[src/rtl/mem_port_arbiter_if.sv]
// Memory port bundle shared by the CPU requester,
// the external loader/debug requester and the memory.
interface mem_port_arbiter_if #(
    parameter int ADDR_W = 8,
    parameter int DATA_W = 16
);
    logic              cpu_req;
    logic              cpu_wr;
    logic [ADDR_W-1:0] cpu_addr;
    logic [DATA_W-1:0] cpu_wdata;
    logic              cpu_gnt;
    logic [DATA_W-1:0] cpu_rdata;
    logic              cpu_rvalid;
    logic              cpu_stall;

    logic              ext_req;
    logic              ext_wr;
    logic [ADDR_W-1:0] ext_addr;
    logic [DATA_W-1:0] ext_wdata;
    logic              ext_lock;
    logic              ext_gnt;
    logic [DATA_W-1:0] ext_rdata;
    logic              ext_rvalid;

    logic [ADDR_W-1:0] mem_addr;
    logic [DATA_W-1:0] mem_din;
    logic              mem_wr;
    logic [DATA_W-1:0] mem_dout;
    logic [1:0]        owner;

    modport slave (
        input  cpu_req, cpu_wr, cpu_addr, cpu_wdata,
        output cpu_gnt, cpu_rdata, cpu_rvalid, cpu_stall,
        input  ext_req, ext_wr, ext_addr, ext_wdata, ext_lock,
        output ext_gnt, ext_rdata, ext_rvalid,
        output mem_addr, mem_din, mem_wr, owner,
        input  mem_dout
    );

    modport master (
        output cpu_req, cpu_wr, cpu_addr, cpu_wdata,
        input  cpu_gnt, cpu_rdata, cpu_rvalid, cpu_stall,
        output ext_req, ext_wr, ext_addr, ext_wdata, ext_lock,
        input  ext_gnt, ext_rdata, ext_rvalid,
        input  mem_addr, mem_din, mem_wr, owner,
        output mem_dout
    );
endinterface

[src/rtl/mem_port_arbiter.sv]
// Single-port memory arbiter: CPU vs external loader,
// round-robin tie-break, capped external locked bursts.
module mem_port_arbiter #(
    parameter int ADDR_W    = 8,
    parameter int DATA_W    = 16,
    parameter int BURST_MAX = 4
) (
    input logic               clk,
    input logic               rst,
    mem_port_arbiter_if.slave bus
);
    typedef enum logic [1:0] {
        IDLE    = 2'd0,
        GNT_CPU = 2'd1,
        GNT_EXT = 2'd2
    } state_t;

    state_t     state;
    logic [3:0] burst_cnt;
    logic       last_ext;
    logic [4:0] cnt_next;
    logic       burst_more;

    assign cnt_next   = {1'b0, burst_cnt} + 5'd1;
    assign burst_more = bus.ext_lock
                      && (cnt_next < 5'(BURST_MAX));

    assign bus.cpu_gnt   = (state == GNT_CPU);
    assign bus.ext_gnt   = (state == GNT_EXT);
    assign bus.owner     = {bus.ext_gnt, bus.cpu_gnt};
    assign bus.cpu_stall = bus.cpu_req & ~bus.cpu_gnt;

    // Route the owning requester onto the memory bus;
    // writes are suppressed while reset is held.
    always_comb begin
        bus.mem_addr = '0;
        bus.mem_din  = '0;
        bus.mem_wr   = 1'b0;
        unique case (state)
            GNT_CPU: begin
                bus.mem_addr = bus.cpu_addr;
                bus.mem_din  = bus.cpu_wdata;
                bus.mem_wr   = rst & bus.cpu_req & bus.cpu_wr;
            end
            GNT_EXT: begin
                bus.mem_addr = bus.ext_addr;
                bus.mem_din  = bus.ext_wdata;
                bus.mem_wr   = rst & bus.ext_req & bus.ext_wr;
            end
            default: ;
        endcase
    end

    // Grant FSM with read-data capture and burst tracking.
    always_ff @(posedge clk) begin
        if (!rst) begin
            state          <= IDLE;
            burst_cnt      <= '0;
            last_ext       <= 1'b1;
            bus.cpu_rdata  <= '0;
            bus.ext_rdata  <= '0;
            bus.cpu_rvalid <= 1'b0;
            bus.ext_rvalid <= 1'b0;
        end else begin
            bus.cpu_rvalid <= 1'b0;
            bus.ext_rvalid <= 1'b0;
            unique case (state)
                IDLE: begin
                    if (bus.cpu_req && (!bus.ext_req || last_ext))
                        state <= GNT_CPU;
                    else if (bus.ext_req)
                        state <= GNT_EXT;
                end
                GNT_CPU: begin
                    state <= IDLE;
                    if (bus.cpu_req) begin
                        last_ext <= 1'b0;
                        if (!bus.cpu_wr) begin
                            bus.cpu_rdata  <= bus.mem_dout;
                            bus.cpu_rvalid <= 1'b1;
                        end
                    end
                end
                GNT_EXT: begin
                    if (bus.ext_req) begin
                        if (!bus.ext_wr) begin
                            bus.ext_rdata  <= bus.mem_dout;
                            bus.ext_rvalid <= 1'b1;
                        end
                        if (burst_more) begin
                            burst_cnt <= cnt_next[3:0];
                        end else begin
                            state     <= IDLE;
                            burst_cnt <= '0;
                            last_ext  <= 1'b1;
                        end
                    end else begin
                        state     <= IDLE;
                        burst_cnt <= '0;
                    end
                end
                default: state <= IDLE;
            endcase
        end
    end
endmodule
[src/flat_wrapper.sv]
// flat-port wrapper written by rule: the top's interface ports become plain ports
module mem_port_arbiter_flat 
#(
    parameter int ADDR_W    = 8,
    parameter int DATA_W    = 16,
    parameter int BURST_MAX = 4
)
  (clk, rst, bus_cpu_req, bus_cpu_wr, bus_cpu_addr, bus_cpu_wdata, bus_cpu_gnt, bus_cpu_rdata, bus_cpu_rvalid, bus_cpu_stall, bus_ext_req, bus_ext_wr, bus_ext_addr, bus_ext_wdata, bus_ext_lock, bus_ext_gnt, bus_ext_rdata, bus_ext_rvalid, bus_mem_addr, bus_mem_din, bus_mem_wr, bus_owner, bus_mem_dout);
  mem_port_arbiter_if #(.ADDR_W(ADDR_W), .DATA_W(DATA_W)) bus_i ();
  input logic clk;
  input logic rst;
  input wire logic [$bits(bus_i.cpu_req)-1:0] bus_cpu_req;
  input wire logic [$bits(bus_i.cpu_wr)-1:0] bus_cpu_wr;
  input wire logic [$bits(bus_i.cpu_addr)-1:0] bus_cpu_addr;
  input wire logic [$bits(bus_i.cpu_wdata)-1:0] bus_cpu_wdata;
  output wire logic [$bits(bus_i.cpu_gnt)-1:0] bus_cpu_gnt;
  output wire logic [$bits(bus_i.cpu_rdata)-1:0] bus_cpu_rdata;
  output wire logic [$bits(bus_i.cpu_rvalid)-1:0] bus_cpu_rvalid;
  output wire logic [$bits(bus_i.cpu_stall)-1:0] bus_cpu_stall;
  input wire logic [$bits(bus_i.ext_req)-1:0] bus_ext_req;
  input wire logic [$bits(bus_i.ext_wr)-1:0] bus_ext_wr;
  input wire logic [$bits(bus_i.ext_addr)-1:0] bus_ext_addr;
  input wire logic [$bits(bus_i.ext_wdata)-1:0] bus_ext_wdata;
  input wire logic [$bits(bus_i.ext_lock)-1:0] bus_ext_lock;
  output wire logic [$bits(bus_i.ext_gnt)-1:0] bus_ext_gnt;
  output wire logic [$bits(bus_i.ext_rdata)-1:0] bus_ext_rdata;
  output wire logic [$bits(bus_i.ext_rvalid)-1:0] bus_ext_rvalid;
  output wire logic [$bits(bus_i.mem_addr)-1:0] bus_mem_addr;
  output wire logic [$bits(bus_i.mem_din)-1:0] bus_mem_din;
  output wire logic [$bits(bus_i.mem_wr)-1:0] bus_mem_wr;
  output wire logic [$bits(bus_i.owner)-1:0] bus_owner;
  input wire logic [$bits(bus_i.mem_dout)-1:0] bus_mem_dout;
  assign bus_i.cpu_req = bus_cpu_req;
  assign bus_i.cpu_wr = bus_cpu_wr;
  assign bus_i.cpu_addr = bus_cpu_addr;
  assign bus_i.cpu_wdata = bus_cpu_wdata;
  assign bus_cpu_gnt = bus_i.cpu_gnt;
  assign bus_cpu_rdata = bus_i.cpu_rdata;
  assign bus_cpu_rvalid = bus_i.cpu_rvalid;
  assign bus_cpu_stall = bus_i.cpu_stall;
  assign bus_i.ext_req = bus_ext_req;
  assign bus_i.ext_wr = bus_ext_wr;
  assign bus_i.ext_addr = bus_ext_addr;
  assign bus_i.ext_wdata = bus_ext_wdata;
  assign bus_i.ext_lock = bus_ext_lock;
  assign bus_ext_gnt = bus_i.ext_gnt;
  assign bus_ext_rdata = bus_i.ext_rdata;
  assign bus_ext_rvalid = bus_i.ext_rvalid;
  assign bus_mem_addr = bus_i.mem_addr;
  assign bus_mem_din = bus_i.mem_din;
  assign bus_mem_wr = bus_i.mem_wr;
  assign bus_owner = bus_i.owner;
  assign bus_i.mem_dout = bus_mem_dout;
  mem_port_arbiter #(.ADDR_W(ADDR_W), .DATA_W(DATA_W), .BURST_MAX(BURST_MAX)) u_core (.clk(clk), .rst(rst), .bus(bus_i));
endmodule
[config.mk]
export PLATFORM = sky130hd
export DESIGN_NAME = mem_port_arbiter_flat
export DESIGN_NICKNAME = d
export VERILOG_FILES = /design/src/rtl/mem_port_arbiter_if.sv /design/src/rtl/mem_port_arbiter.sv /design/src/flat_wrapper.sv
export SDC_FILE = /design/constraint.sdc
export NUM_CORES = 1
export LEC_CHECK = 0
export CORE_AREA = 2 2 78 80
export CTS_BUF_LIST = sky130_fd_sc_hd__clkbuf_2 sky130_fd_sc_hd__clkbuf_4 sky130_fd_sc_hd__clkbuf_8
export CTS_CLUSTER_DIAMETER = 150
export DETAILED_ROUTE_END_ITERATION = 8
export DIE_AREA = 0 0 80 82
export PLACE_DENSITY_LB_ADDON = 0.1
export SETUP_SLACK_MARGIN = 0.4
export SLEW_MARGIN = 20
export SYNTH_ARGS = -nofsm -noshare
export SYNTH_HDL_FRONTEND = slang
export SYNTH_SLANG_ARGS = --single-unit
export TNS_END_PERCENT = 5
[constraint.sdc]
create_clock -name clk -period 1.9 [get_ports clk]
set_input_delay 0.38 -clock clk [delete_from_list [all_inputs] [get_ports clk]]
set_output_delay 0.38 -clock clk [all_outputs]
set_load 0.01 [all_outputs]
==> flow_metrics.py <==
metrics = {
    "sta": {
        "slew_headroom_pct": 75.28,
        "skew_ns": 0.003274,
        "timing.fmax_mhz": 528.3,
        "drv_slew": 0,
        "hold_viol": 0,
        "worst_pin_slew_ns": 0.3708,
        "finalCritPeriodShare_pct": 99.63,
        "setup_ws_ns": 0.007051,
        "setup_viol": 0,
        "tns_ns": 0,
        "rsz0062_at_grt": "true",
        "fin_crit_ns": 1.893,
    },
    "synth": {
        "synth_flop_cell": "dfxtp_1",
        "synth_top_area_share_pct": 39.54,
        "synth_nets": 330,
        "ys_seq_area_share_pct": 39.54,
        "netlist_top_cells_area": "dfxtp_1, a21boi_1, nand2_1",
        "yosysUniqueCellTypes": 32,
        "syn_inst": 255,
        "async_flop_share_pct": 0,
        "synth_warnings": 0,
        "synth_edf_count": 0,
        "synth_area_per_cell_um2": 8.140,
        "synth_area_um2": 2076,
        "synth_seq_cells": 41,
        "yosysTopAreaCell": "dfxtp_1",
    },
    "placed_design": {
        "io_buffers": 134,
        "post_dp_cell_area_um2": 3676,
        "finalWeightedCongestion": 0.7547,
        "dp_worst_setup_slack_ns": -0.1711,
        "dpl.hpwl_mm": 4.893,
        "dp.cells": 464,
    },
    "clock_network": {
        "cts_tree": "done",
        "clock_path_buffers": 2,
        "path_clk_slew_ns": 0.09,
        "cts-root-buf": "clkbuf_8",
        "cts_made_buffers": 5,
        "holdBufCountCts": 0,
        "cts.sinks": 41,
        "htree_num_levels": 2,
        "worstSkewPairLatency_ns": 0.30,
    },
    "hold_path": {
        "min_to": "u_core.bus.cpu_rdata[7]",
        "hold_class": "reg2reg",
        "min_from": "u_core.bus.cpu_rdata[7]",
        "hold_path_depth": 2,
    },
    "detailed_routing": {
        "routedWlPerCell_um": 15.42,
        "vias_per_cell": 4.880,
        "dr_wl_met2_mm": 3.810,
        "topRoutingLayerUsed": "met4",
        "wl_met1_mm": 3.016,
        "drtIter0Drc": 79,
        "route.final.wire_length_mm": 7.449,
        "drt_first_pass_iters": 4,
        "drc": 0,
        "num_vias": 2357,
        "ant_nets": 0,
        "route.met3.wl_um": 525,
    },
    "worst_setup_path": {
        "required_ns": 1.52,
        "cp_slowest_stage_delay_ns": 0.37,
        "cp-start-kind": "register",
        "arrival_ns": 1.51,
        "critPathCaptureType": "output port",
        "r2r_setup_slack_ns": 0.17,
        "cpMaxStageDelayCell": "dfxtp_4",
        "crit_fanout": 11,
        "reg2reg_to": "u_core.bus.cpu_rdata[10]",
        "worstRegToRegCells": 9,
        "path_class": "reg2out",
        "path_cells": "inv_4 > ha_4 > buf_12 > buf_12 > nor2b_2 > buf_2",
        "crit_top_cell": "buf_12",
        "worstReg2RegStart": "u_core.state[0]",
    },
    "final_layout": {
        "fin_area_um2": 4329,
        "final_cell_mix": "clkdlybuf4s50_1, nand2_1, dfxtp_1, dlymetal6s2s_1, a21boi_1",
        "layout_commonest_cell": "clkdlybuf4s50_1",
        "final_nets": 482,
        "drive_gt1_share_pct": 38.73,
        "areaGrowthSynthToFinish_pct": 108.6,
        "stdcell_count": 483,
        "n_antenna_cell": 0,
    },
    "floorplanning": {
        "die_w_um": 80,
        "num_rows": 28,
        "initial_utilization_pct": 36.13,
        "ios": 135,
        "coreArea_um2": 5746,
        "die_y_um": 82,
        "dieArea_um2": 6560,
    },
    "power_and_ir_drop": {
        "ir_worst_vdd_mv": 0.4152,
        "p_leak_nw": 2.234,
        "finalPower_mw": 2.486,
        "power_density_nw_per_um2": 574.3,
    },
    "grt": {
        "grt_usage_pct": 21.50,
        "grt_pass1_vias": 2286,
        "grt_max_degree": 46,
        "antenna_found_initial": 0,
        "grt_pass1_wl_mm": 11.03,
        "overflow": 0,
    },
    "run": {
        "maxCapViolCount": 0,
    },
    "status": {
        "outcome": "finished, final reports clean",
    },
}
==> area by class of cell <==
cell class | count | area [um^2]
sequential | 41 | 825.8
inverter | 3 | 13.76
tap | 75 | 93.84
timing repair buffer | 166 | 1738
fill | 442 | 1416
clock inverter | 3 | 68.82
multi-input combinational | 190 | 1520
clock buffer | 5 | 68.82
==> cells by family after synthesis <==
logic type / synth area share, %
simple gates: 27.67
flops: 39.54
buf+inv: 5.847
compound gates: 24.53
fa+ha+maj: 2.411
==> metal layers <==
metal  vias up  track usage [%]
met1      1098            25.64
met4         0            4.915
li1       1176                -
met3         9            7.363
met2        74            37.42
met5         -                0
==> power by group <==
part | internal (mW) | total [mW] | leakage (nW) | switching (mW)
Sequential | 0.878 | 0.890 | 0.332 | 0.0123
Combinational | 0.448 | 0.736 | 1.83 | 0.289
Clock | 0.529 | 0.860 | 0.0687 | 0.331
==> how the worst max path moves through the flow <==
stage,end,start,depth (start not counted),slack (ns)
after CTS,bus_mem_din[4],u_core.state[1],6,0.02
after global placement,bus_mem_wr,bus_cpu_req,4,-0.17
after detailed placement,bus_mem_wr,bus_cpu_req,4,-0.17
after global routing,bus_mem_din[5],u_core.state[0],6,-0.04
after floorplan,bus_mem_din[10],u_core.state[1],6,0.37
final,bus_mem_din[11],u_core.state[0],6,0.007
==> cell usage after synthesis (2+ instances only) <==
library cell	n
a21oi_1	2
a21boi_1	34
buf_6	2
or2_1	3
clkbuf_1	12
o211ai_1	2
nand2_1	68
buf_4	3
nor2b_1	27
nand3_1	3
a22oi_1	24
nor2_4	2
inv_1	3
nand2_2	2
nor2_1	2
and3b_1	2
buf_2	4
o21ai_0	2
and2_1	2
dfxtp_1	41
ha_1	4
==> flip-flops by register name (all words and copies together) (netlist names) <==
register	flops
u_core.burst_cnt	4
u_core.bus.cpu_rdata	16
u_core.bus.cpu_rvalid	1
u_core.bus.ext_rdata	16
u_core.bus.ext_rvalid	1
u_core.last_ext	1
u_core.state	2
==> worst max-delay path, delay by kind of cell, from the launching register on <==
kind / cells / cell delay, ns
adder cells (fa/ha/maj): 1 / 0.26
buffers and inverters: 4 / 0.44
flip-flops: 1 / 0.37
AND/OR/NAND/NOR: 1 / 0.14
==> per-stage QoR <==
stage	util [%]	hold slack, ns
2_1_floorplan	-	0.4656
3_3_place_gp	63.98	0.4406
3_5_place_dp	63.98	0.4453
4_1_cts	68.79	0.4570
5_1_grt	75.35	0.4653
6_report	75.35	0.4474
==> timing repair <==
| item | CTS | global route |
|---|---|---|
| setup buffers | 6 | 0 |
| setup endpoints to repair | 84 | 102 |
| gates resized for setup | 145 | 97 |
| cloned | 2 | 3 |
| pin swaps | 6 | 51 |
Power figures use the tool's default switching activity.
